==> src/rtl/pcs_10g_pkg.sv <==
// Shared PCS definitions: block geometry, sync header codes and the
// stream-order to block-port remap used by the RX gearbox.
package pcs_10g_pkg;

  localparam int BLK_W   = 66;
  localparam int CNT_W   = 7;
  localparam int HDR_LSB = 64;
  localparam int HDR_MSB = 65;

  localparam logic [1:0] SYNC_DATA = 2'b01;
  localparam logic [1:0] SYNC_CTRL = 2'b10;

  // Stream-ordered bits (bit 0 = s0) to the block port layout:
  // [64]=s0, [65]=s1, [63:0]=s65..s2.
  function automatic logic [BLK_W-1:0] remap_block(input logic [BLK_W-1:0] sv);
    logic [BLK_W-1:0] blk;
    blk                  = '0;
    blk[HDR_MSB:HDR_LSB] = sv[1:0];
    blk[HDR_LSB-1:0]     = sv[BLK_W-1:2];
    return blk;
  endfunction

endpackage

==> src/rtl/pcs_10g_rx_gearbox_if.sv <==
// SERDES-to-block-lock bundle around the RX gearbox.
// Handshake: rx_data_valid qualifies rx_data and rx_block_valid qualifies
// rx_block, each for exactly the cycle it is high; there is no ready, so the
// receiver of either stream must take every valid beat.
interface pcs_10g_rx_gearbox_if
  import pcs_10g_pkg::*;
#(
  parameter int WORD_W = 16
);
  logic [WORD_W-1:0] rx_data;
  logic              rx_data_valid;
  logic              rx_slip;
  logic [BLK_W-1:0]  rx_block;
  logic              rx_block_valid;
  logic              rx_slip_ack;
  logic [CNT_W-1:0]  rx_fill;

  // Upstream/block-lock side: drives words and slip requests.
  modport master (
    output rx_data, rx_data_valid, rx_slip,
    input  rx_block, rx_block_valid, rx_slip_ack, rx_fill
  );

  // Gearbox side.
  modport slave (
    input  rx_data, rx_data_valid, rx_slip,
    output rx_block, rx_block_valid, rx_slip_ack, rx_fill
  );
endinterface

==> src/rtl/pcs_10g_rx_gearbox.sv <==
// 10GBASE-R RX gearbox: packs SERDES words (bit 0 oldest) into 66-bit blocks
// and applies single-bit slips requested by block lock. No header checking.
module pcs_10g_rx_gearbox
  import pcs_10g_pkg::*;
#(
  parameter int WORD_W = 16
) (
  input logic                 clk,
  input logic                 rst_n,
  pcs_10g_rx_gearbox_if.slave rx_if
);

  localparam int BUF_W = BLK_W + WORD_W;

  if (WORD_W != 16 && WORD_W != 32) begin : g_bad_word_w
    $error("pcs_10g_rx_gearbox: WORD_W must be 16 or 32");
  end

  logic [BUF_W-1:0] buf_q, buf_d;
  logic [CNT_W-1:0] cnt_q, cnt_d;
  logic             slip_req_q, slip_req_d;
  logic [BLK_W-1:0] blk_q, blk_d;
  logic             blk_vld_q, blk_vld_d;
  logic             ack_q, ack_d;

  logic [BUF_W-1:0] tmp;
  logic [CNT_W-1:0] tcnt;
  logic             slip_pend;

  // Append word, then apply a pending slip, then extract at most one block.
  // The slip is taken before extraction so it always drops the oldest bit.
  always_comb begin
    tmp        = buf_q;
    tcnt       = cnt_q;
    slip_pend  = slip_req_q | rx_if.rx_slip;
    ack_d      = 1'b0;
    blk_d      = blk_q;
    blk_vld_d  = 1'b0;
    if (rx_if.rx_data_valid) begin
      tmp  = buf_q | (BUF_W'(rx_if.rx_data) << cnt_q);
      tcnt = cnt_q + CNT_W'(WORD_W);
    end
    // With nothing buffered the request stays pending until bits arrive.
    if (slip_pend && (tcnt != '0)) begin
      tmp       = tmp >> 1;
      tcnt      = tcnt - CNT_W'(1);
      slip_pend = 1'b0;
      ack_d     = 1'b1;
    end
    slip_req_d = slip_pend;
    if (tcnt >= CNT_W'(BLK_W)) begin
      blk_d     = remap_block(tmp[BLK_W-1:0]);
      blk_vld_d = 1'b1;
      tmp       = tmp >> BLK_W;
      tcnt      = tcnt - CNT_W'(BLK_W);
    end
    // Keep everything above the fill level clear so the next OR-append is safe.
    buf_d = tmp & ~({BUF_W{1'b1}} << tcnt);
    cnt_d = tcnt;
  end

  // State and registered outputs; reset drops any partial block immediately.
  always_ff @(posedge clk or negedge rst_n) begin
    if (!rst_n) begin
      buf_q      <= '0;
      cnt_q      <= '0;
      slip_req_q <= 1'b0;
      blk_q      <= '0;
      blk_vld_q  <= 1'b0;
      ack_q      <= 1'b0;
    end else begin
      buf_q      <= buf_d;
      cnt_q      <= cnt_d;
      slip_req_q <= slip_req_d;
      blk_q      <= blk_d;
      blk_vld_q  <= blk_vld_d;
      ack_q      <= ack_d;
    end
  end

  assign rx_if.rx_block       = blk_q;
  assign rx_if.rx_block_valid = blk_vld_q;
  assign rx_if.rx_slip_ack    = ack_q;
  assign rx_if.rx_fill        = cnt_q;

endmodule
==> src/flat_wrapper.sv <==
// flat-port wrapper written by rule: the top's interface ports become plain ports
module pcs_10g_rx_gearbox_flat import pcs_10g_pkg::*;
#(
  parameter int WORD_W = 16
)
  (clk, rst_n, rx_if_rx_data, rx_if_rx_data_valid, rx_if_rx_slip, rx_if_rx_block, rx_if_rx_block_valid, rx_if_rx_slip_ack, rx_if_rx_fill);
  pcs_10g_rx_gearbox_if #(.WORD_W(WORD_W)) rx_if_i ();
  input logic clk;
  input logic rst_n;
  input wire logic [$bits(rx_if_i.rx_data)-1:0] rx_if_rx_data;
  input wire logic [$bits(rx_if_i.rx_data_valid)-1:0] rx_if_rx_data_valid;
  input wire logic [$bits(rx_if_i.rx_slip)-1:0] rx_if_rx_slip;
  output wire logic [$bits(rx_if_i.rx_block)-1:0] rx_if_rx_block;
  output wire logic [$bits(rx_if_i.rx_block_valid)-1:0] rx_if_rx_block_valid;
  output wire logic [$bits(rx_if_i.rx_slip_ack)-1:0] rx_if_rx_slip_ack;
  output wire logic [$bits(rx_if_i.rx_fill)-1:0] rx_if_rx_fill;
  assign rx_if_i.rx_data = rx_if_rx_data;
  assign rx_if_i.rx_data_valid = rx_if_rx_data_valid;
  assign rx_if_i.rx_slip = rx_if_rx_slip;
  assign rx_if_rx_block = rx_if_i.rx_block;
  assign rx_if_rx_block_valid = rx_if_i.rx_block_valid;
  assign rx_if_rx_slip_ack = rx_if_i.rx_slip_ack;
  assign rx_if_rx_fill = rx_if_i.rx_fill;
  pcs_10g_rx_gearbox #(.WORD_W(WORD_W)) u_core (.clk(clk), .rst_n(rst_n), .rx_if(rx_if_i));
endmodule
==> config.mk <==
export PLATFORM = sky130hd
export DESIGN_NAME = pcs_10g_rx_gearbox_flat
export DESIGN_NICKNAME = d
export VERILOG_FILES = /design/src/rtl/pcs_10g_pkg.sv /design/src/rtl/pcs_10g_rx_gearbox_if.sv /design/src/rtl/pcs_10g_rx_gearbox.sv /design/src/flat_wrapper.sv
export SDC_FILE = /design/constraint.sdc
export NUM_CORES = 1
export LEC_CHECK = 0
export BUFFER_PORTS_ARGS = -buffer_cell sky130_fd_sc_hd__buf_4
export CORE_ASPECT_RATIO = 0.8
export CORE_MARGIN = 2
export CORE_UTILIZATION = 46
export CTS_CLUSTER_DIAMETER = 200
export CTS_CLUSTER_SIZE = 12
export DETAILED_ROUTE_END_ITERATION = 7
export PLACE_DENSITY_LB_ADDON = 0.08
export SYNTH_ARGS = -nofsm -noshare
export SYNTH_HDL_FRONTEND = slang
export SYNTH_SLANG_ARGS = --single-unit
==> constraint.sdc <==
create_clock -name clk -period 3.7 [get_ports clk]
set_input_delay 0.185 -clock clk [delete_from_list [all_inputs] [get_ports clk]]
set_output_delay 0.185 -clock clk [all_outputs]
set_load 0.005 [all_outputs]
# ---- Word level (Yosys, flattened, before mapping)
# Index checks and enable logic that the tools add are counted.
dict set report op_classes {
  n_addsub 3
  n_lt_le_gt_ge 1
  shift 2
  n_mux 9
  n_bitwise 4
  n_reduce_logical 2
}
# cell n
set ops {}
lappend ops {{$mux 82} 3}
lappend ops {{$and 82x82->82} 1}
lappend ops {{$not 82->82} 1}
lappend ops {{$or 82x82->82} 1}
lappend ops {{$shl 16x7->82} 1}
lappend ops {{$shl 82x7->82 const A} 1}
lappend ops {{$mux 7} 3}
lappend ops {{$add 7x5->7 const B} 1}
lappend ops {{$ge 7x7->1 const B} 1}
lappend ops {{$reduce_bool 7->1} 1}
lappend ops {{$sub 7x1->7 const B} 1}
lappend ops {{$sub 7x7->7 const B} 1}
lappend ops {{$mux 1} 3}
lappend ops {{$logic_and 1x1->1} 1}
lappend ops {{$or 1x1->1} 1}
dict set report totals {
  reg_bits 158
  inputBits 20
  out_inout_bits 75
  elab_cells 27
}

# ---- Longest topological paths before layout
dict set report logic_depth {
  ltp_word 10
  ltp_mapped 20
  mapped_depth_nobuf 16
}

# ---- Worst setup path after synthesis
# No wires, ideal clock.
dict set report synth_timing {
  path_type {reg2reg}
  from {register u_core.cnt_q[1], in the netlist u_core.rx_if.rx_fill[1]}
  to {register u_core.buf_q[0]}
  setup_ps 159
  t_arrival_ps 3933
  required_time_ps 3541
  setup_slack_ps -392
  path_stages_with_launch 18
  n_path_buf 3
  synth_period_minus_slack_ps 4092
  path_cell_list {dfrtp_1 > buf_1 > buf_2 > inv_1 > ha_1 > and4b_1 > a22o_1 > buf_2 > a211o_1 > nor2_1 > inv_1 > ha_1 > o2111a_1 > a21o_1 > inv_2 > mux2_2 > nor3_1 > a221oi_1}
}
dict set report synth_between {
  elab_chain_len 10
  elab_cells_between_ends 17
  cone_classes {add/sub (3); order compare (1); shift (2); mux (6); bitwise (3); reduce/logical (2)}
}
# item line_no
set synth_lines {}
lappend synth_lines {{start, declared} pcs_10g_rx_gearbox.sv:20} ;# logic [CNT_W-1:0] cnt_q, cnt_d;
lappend synth_lines {{start signal, assigned} pcs_10g_rx_gearbox.sv:73} ;# cnt_q <= cnt_d;
lappend synth_lines {{branches (longest 9 deep; another with $add 7x5->7)} --}
lappend synth_lines {{$and 82x82->82 (*)} pcs_10g_rx_gearbox.sv:58} ;# buf_d = tmp & ~({BUF_W{1'b1}} << tcnt);
lappend synth_lines {{net u_core.buf_d[0]} pcs_10g_rx_gearbox.sv:19} ;# logic [BUF_W-1:0] buf_q, buf_d;
lappend synth_lines {{end signal, assigned} pcs_10g_rx_gearbox.sv:72} ;# buf_q <= buf_d;
lappend synth_lines {{end, declared} pcs_10g_rx_gearbox.sv:19}
# Mark *: on every way through the listed nets, which the timed path passes.
# A chain may end at the register's enable or synchronous reset.

# ---- Worst setup path in the final report
dict set report layout_timing {
  from {register u_core.cnt_q[4], in the netlist u_core.rx_if.rx_fill[4]}
  to {register u_core.buf_q[12]}
}
dict set report layout_between {
  elab_chain_len 10
  elab_cells_between_ends 17
  cone_classes {add/sub (3); order compare (1); shift (2); mux (6); bitwise (3); reduce/logical (2)}
}
# item line_no
set layout_lines {}
lappend layout_lines {{$add 7x5->7} pcs_10g_rx_gearbox.sv:41} ;# tcnt = cnt_q + CNT_W'(WORD_W);
lappend layout_lines {{$mux 7 (*)} pcs_10g_rx_gearbox.sv:39} ;# if (rx_if.rx_data_valid) begin
lappend layout_lines {{branches (longest 2 deep; another with $sub 7x1->7)} --}
lappend layout_lines {{$mux 7 (*)} pcs_10g_rx_gearbox.sv:44} ;# if (slip_pend && (tcnt != '0)) begin
lappend layout_lines {{$sub 7x7->7 or $ge 7x7->1 (tied branches)} {pcs_10g_rx_gearbox.sv:55, pcs_10g_rx_gearbox.sv:51}}
lappend layout_lines {{$mux 7 (*)} pcs_10g_rx_gearbox.sv:51} ;# if (tcnt >= CNT_W'(BLK_W)) begin
lappend layout_lines {{net u_core.cnt_d[1]} pcs_10g_rx_gearbox.sv:20}
lappend layout_lines {{$shl 82x7->82 (*)} pcs_10g_rx_gearbox.sv:58}
lappend layout_lines {{$not 82->82 (*)} pcs_10g_rx_gearbox.sv:58}
lappend layout_lines {{$and 82x82->82 (*)} pcs_10g_rx_gearbox.sv:58}
lappend layout_lines {{net u_core.buf_d[12]} pcs_10g_rx_gearbox.sv:19}
# Marked as above.

==> results.toml <==
[status]
outcome = "finished, final reports clean"

[power]
power_mw = 12.0
power.density_nw_per_um2 = 1070
cellLeakagePower_nw = 5.04
peakVddDrop_mv = 0.590

[critical_path]
cp-end-kind = "flop"
r2r_end = "u_core.buf_q[12]"
arrival_ns = 3.92
worst-setup-path-type = "flop to flop"
path_max_fanout = 4
r2r_cells = 13
reg2reg_slack_ns = 0.05
start_kind = "flop"
r2r-start = "u_core.rx_if.rx_fill[4]"
cp.required_ns = 3.96

[hold_path]
hp-class = "primary input to flop"
worstHoldStart = "rx_if_rx_slip"
hold_depth = 3
holdPathEnd = "u_core.slip_req_q"

[global_routing]
grt_pass1_wl_um = 51500
antenna_found_initial = 1
grt_usage_pct = 32.0
overflow = 0
grt_max_degree = 97
grt_pass1_vias = 8193

[drt]
first_pass_iters = 5
num_vias = 8695
drc = 0
via_per_inst = 6.25
ant_nets = 0
route.final.wire_length_um = 33800
drt_iter0_drc = 1196
wl_per_cell_um = 24.3

[yosys]
ys_seq_area_share_pct = 42.4
synth_cell_types = 80
synth-edff-count = 0
syn_area_um2 = 9320
synth.yosys.warnings = 0
ys_ff_latch = 158
syn_inst = 998
synthArstFlopShare_pct = 100
ys.flop_type = "dfrtp_1"
syn_avg_cell_area_um2 = 9.34

[clocking]
path_clk_slew_ns = 0.07
cts_root_buf = "clkbuf_16"
cts_max_level = 4
worst_skew_pair.late_latency_ns = 0.44
cts_buffers = 17
cts_max_path_buffers = 2
cts.sinks = 158
cts_tree = "yes"

[finish]
area_growth_pct = 21.0
final_core_util_pct = 56.8
drive_gt1_share_pct = 25.1
fin_area_um2 = 11300
final_net_count = 1139

[sta]
period_share_pct = 98.7
setup_tns_ns = 0
tightest_slew_ns = 1.05
hold_viol = 0
final.min_clock_period_ns = 3.65
relSlewSlack_pct = 29.1
fin_skew_ns = 0.00957
finalSetupViolCount = 0
slew_violations = 0
rsz0062_at_grt = "yes"
fmax_ghz = 0.274

[floorplanning]
pin_count = 95
start_util_pct = 47.0
core_area_um2 = 19900
rows = 46
die_x_um = 163
die_area_um2 = 21400
die_h_um = 131

[placed_design]
detailed_place.area_um2 = 10600
port_buffers = 94
hpwl_um = 24800
gp_congestion = 0.992

[flow_run]
cap_violations = 0
[how the worst max path moves through the flow]
stage / cells past startpoint / to / from
after CTS: 14 / u_core.buf_q[5] / u_core.rx_if.rx_fill[4]
after global routing: 14 / u_core.buf_q[5] / u_core.rx_if.rx_fill[4]
after detailed placement: 13 / u_core.buf_q[12] / u_core.rx_if.rx_fill[4]
final: 13 / u_core.buf_q[12] / u_core.rx_if.rx_fill[4]
after floorplan: 18 / u_core.buf_q[62] / u_core.rx_if.rx_fill[0]
after global placement: 13 / u_core.buf_q[12] / u_core.rx_if.rx_fill[4]
[logic make-up after synthesis]
family	share of synthesized area [%]
simple gates	14.9
xor+xnor	1.09
mux	10.7
other cells	0.0402
flops	42.4
fa+ha+maj	0.537
buf+inv	4.50
compound gates	25.8
[where the power goes]
group          internal (mW)  switching [mW]
Clock                  0.937           0.789
Combinational           2.81            4.95
Sequential              2.31           0.252
[synthesized netlist by cell type (6+ instances only)]
library cell	count	area, um2
a211oi_1	42	315
a21o_1	14	105
a21oi_1	72	360
a221o_1	12	120
a221oi_1	25	219
a22o_1	10	87.6
a22oi_1	8	60.1
a31oi_1	6	37.5
and2_1	11	68.8
buf_1	7	26.3
buf_2	23	115
clkbuf_1	41	154
dfrtp_1	158	3950
inv_1	16	60.1
mux2_2	26	293
mux2i_1	32	320
mux4_2	16	360
nand2_1	160	601
nand2b_1	8	50.1
nand3_1	11	55.1
nor2_1	61	229
nor3_1	19	95.1
o21ai_0	90	450
o31ai_1	6	45.0
or2_2	6	37.5
or3_1	6	37.5
[flip-flops by register name, summed over array words and instances (netlist names)]
name,flops
u_core.rx_if.rx_block,66
u_core.rx_if.rx_block_valid,1
u_core.rx_if.rx_fill,7
u_core.slip_req_q,1
u_core.rx_if.rx_slip_ack,1
u_core.buf_q,82
[metal layers]
metal | routed length, um | GRT usage [%]
met5 | 49 | 0
met4 | 1360 | 12.3
met3 | 3500 | 8.21
met2 | 13900 | 43.7
met1 | 14900 | 48.2
[per-stage QoR]
stage | hold slack [ns] | instances | setup slack, ns
CTS | 0.167 | 1390 | 0.0447
floorplan | -0.111 | 1008 | 0.00263
detailed placement | 0.288 | 1358 | -0.0198
global placement | 0.289 | 1358 | 0.0666
finish | 0.183 | 1392 | 0.0466
global route | 0.178 | 1391 | -0.0410
[timing repair]
item	CTS	global route
hold endpoints to repair	79	0
resized for setup	1	15
setup buffers	0	1
endpoints found under the setup margin	2	37
hold buffers	1	0
pin swaps	0	1
[worst max-delay path, cell delays in order (launching register included)]
cell,delay [ns]
dfrtp_1,0.40
ha_1,0.33
and4b_1,0.21
a22o_1,0.20
a211o_1,0.32
nor2_2,0.16
inv_1,0.10
ha_1,0.25
o2111a_1,0.20
a21o_4,0.26
inv_2,0.12
xnor2_2,0.08
o21ai_1,0.61
a221oi_1,0.23
[placed cells by master, fill, tap and decap left out, types with 12 or more instances in the layout]
cell type    n
inv_1       15
a221oi_1    25
mux2_2      26
a221o_1     12
dfrtp_1    158
mux2i_1     32
a211oi_1    41
nor3_1      18
clkbuf_16   17
o21ai_0     88
a21o_1      13
buf_4      157
mux4_2      16
nor2_1      60
nand2_1    160
a21oi_1     72
[cell type report]
type                    count  area (um2)
clock inverters            13         131
inverters                  21        81.3
clock buffers              18         429
repair buffers            164        1270
diodes                      1        2.50
well taps                 264         330
multi-input cells         753        5070
fillers                  1806        8580
flip-flops and latches    158        3950
Note: power is estimated with default switching activity, not from simulation.
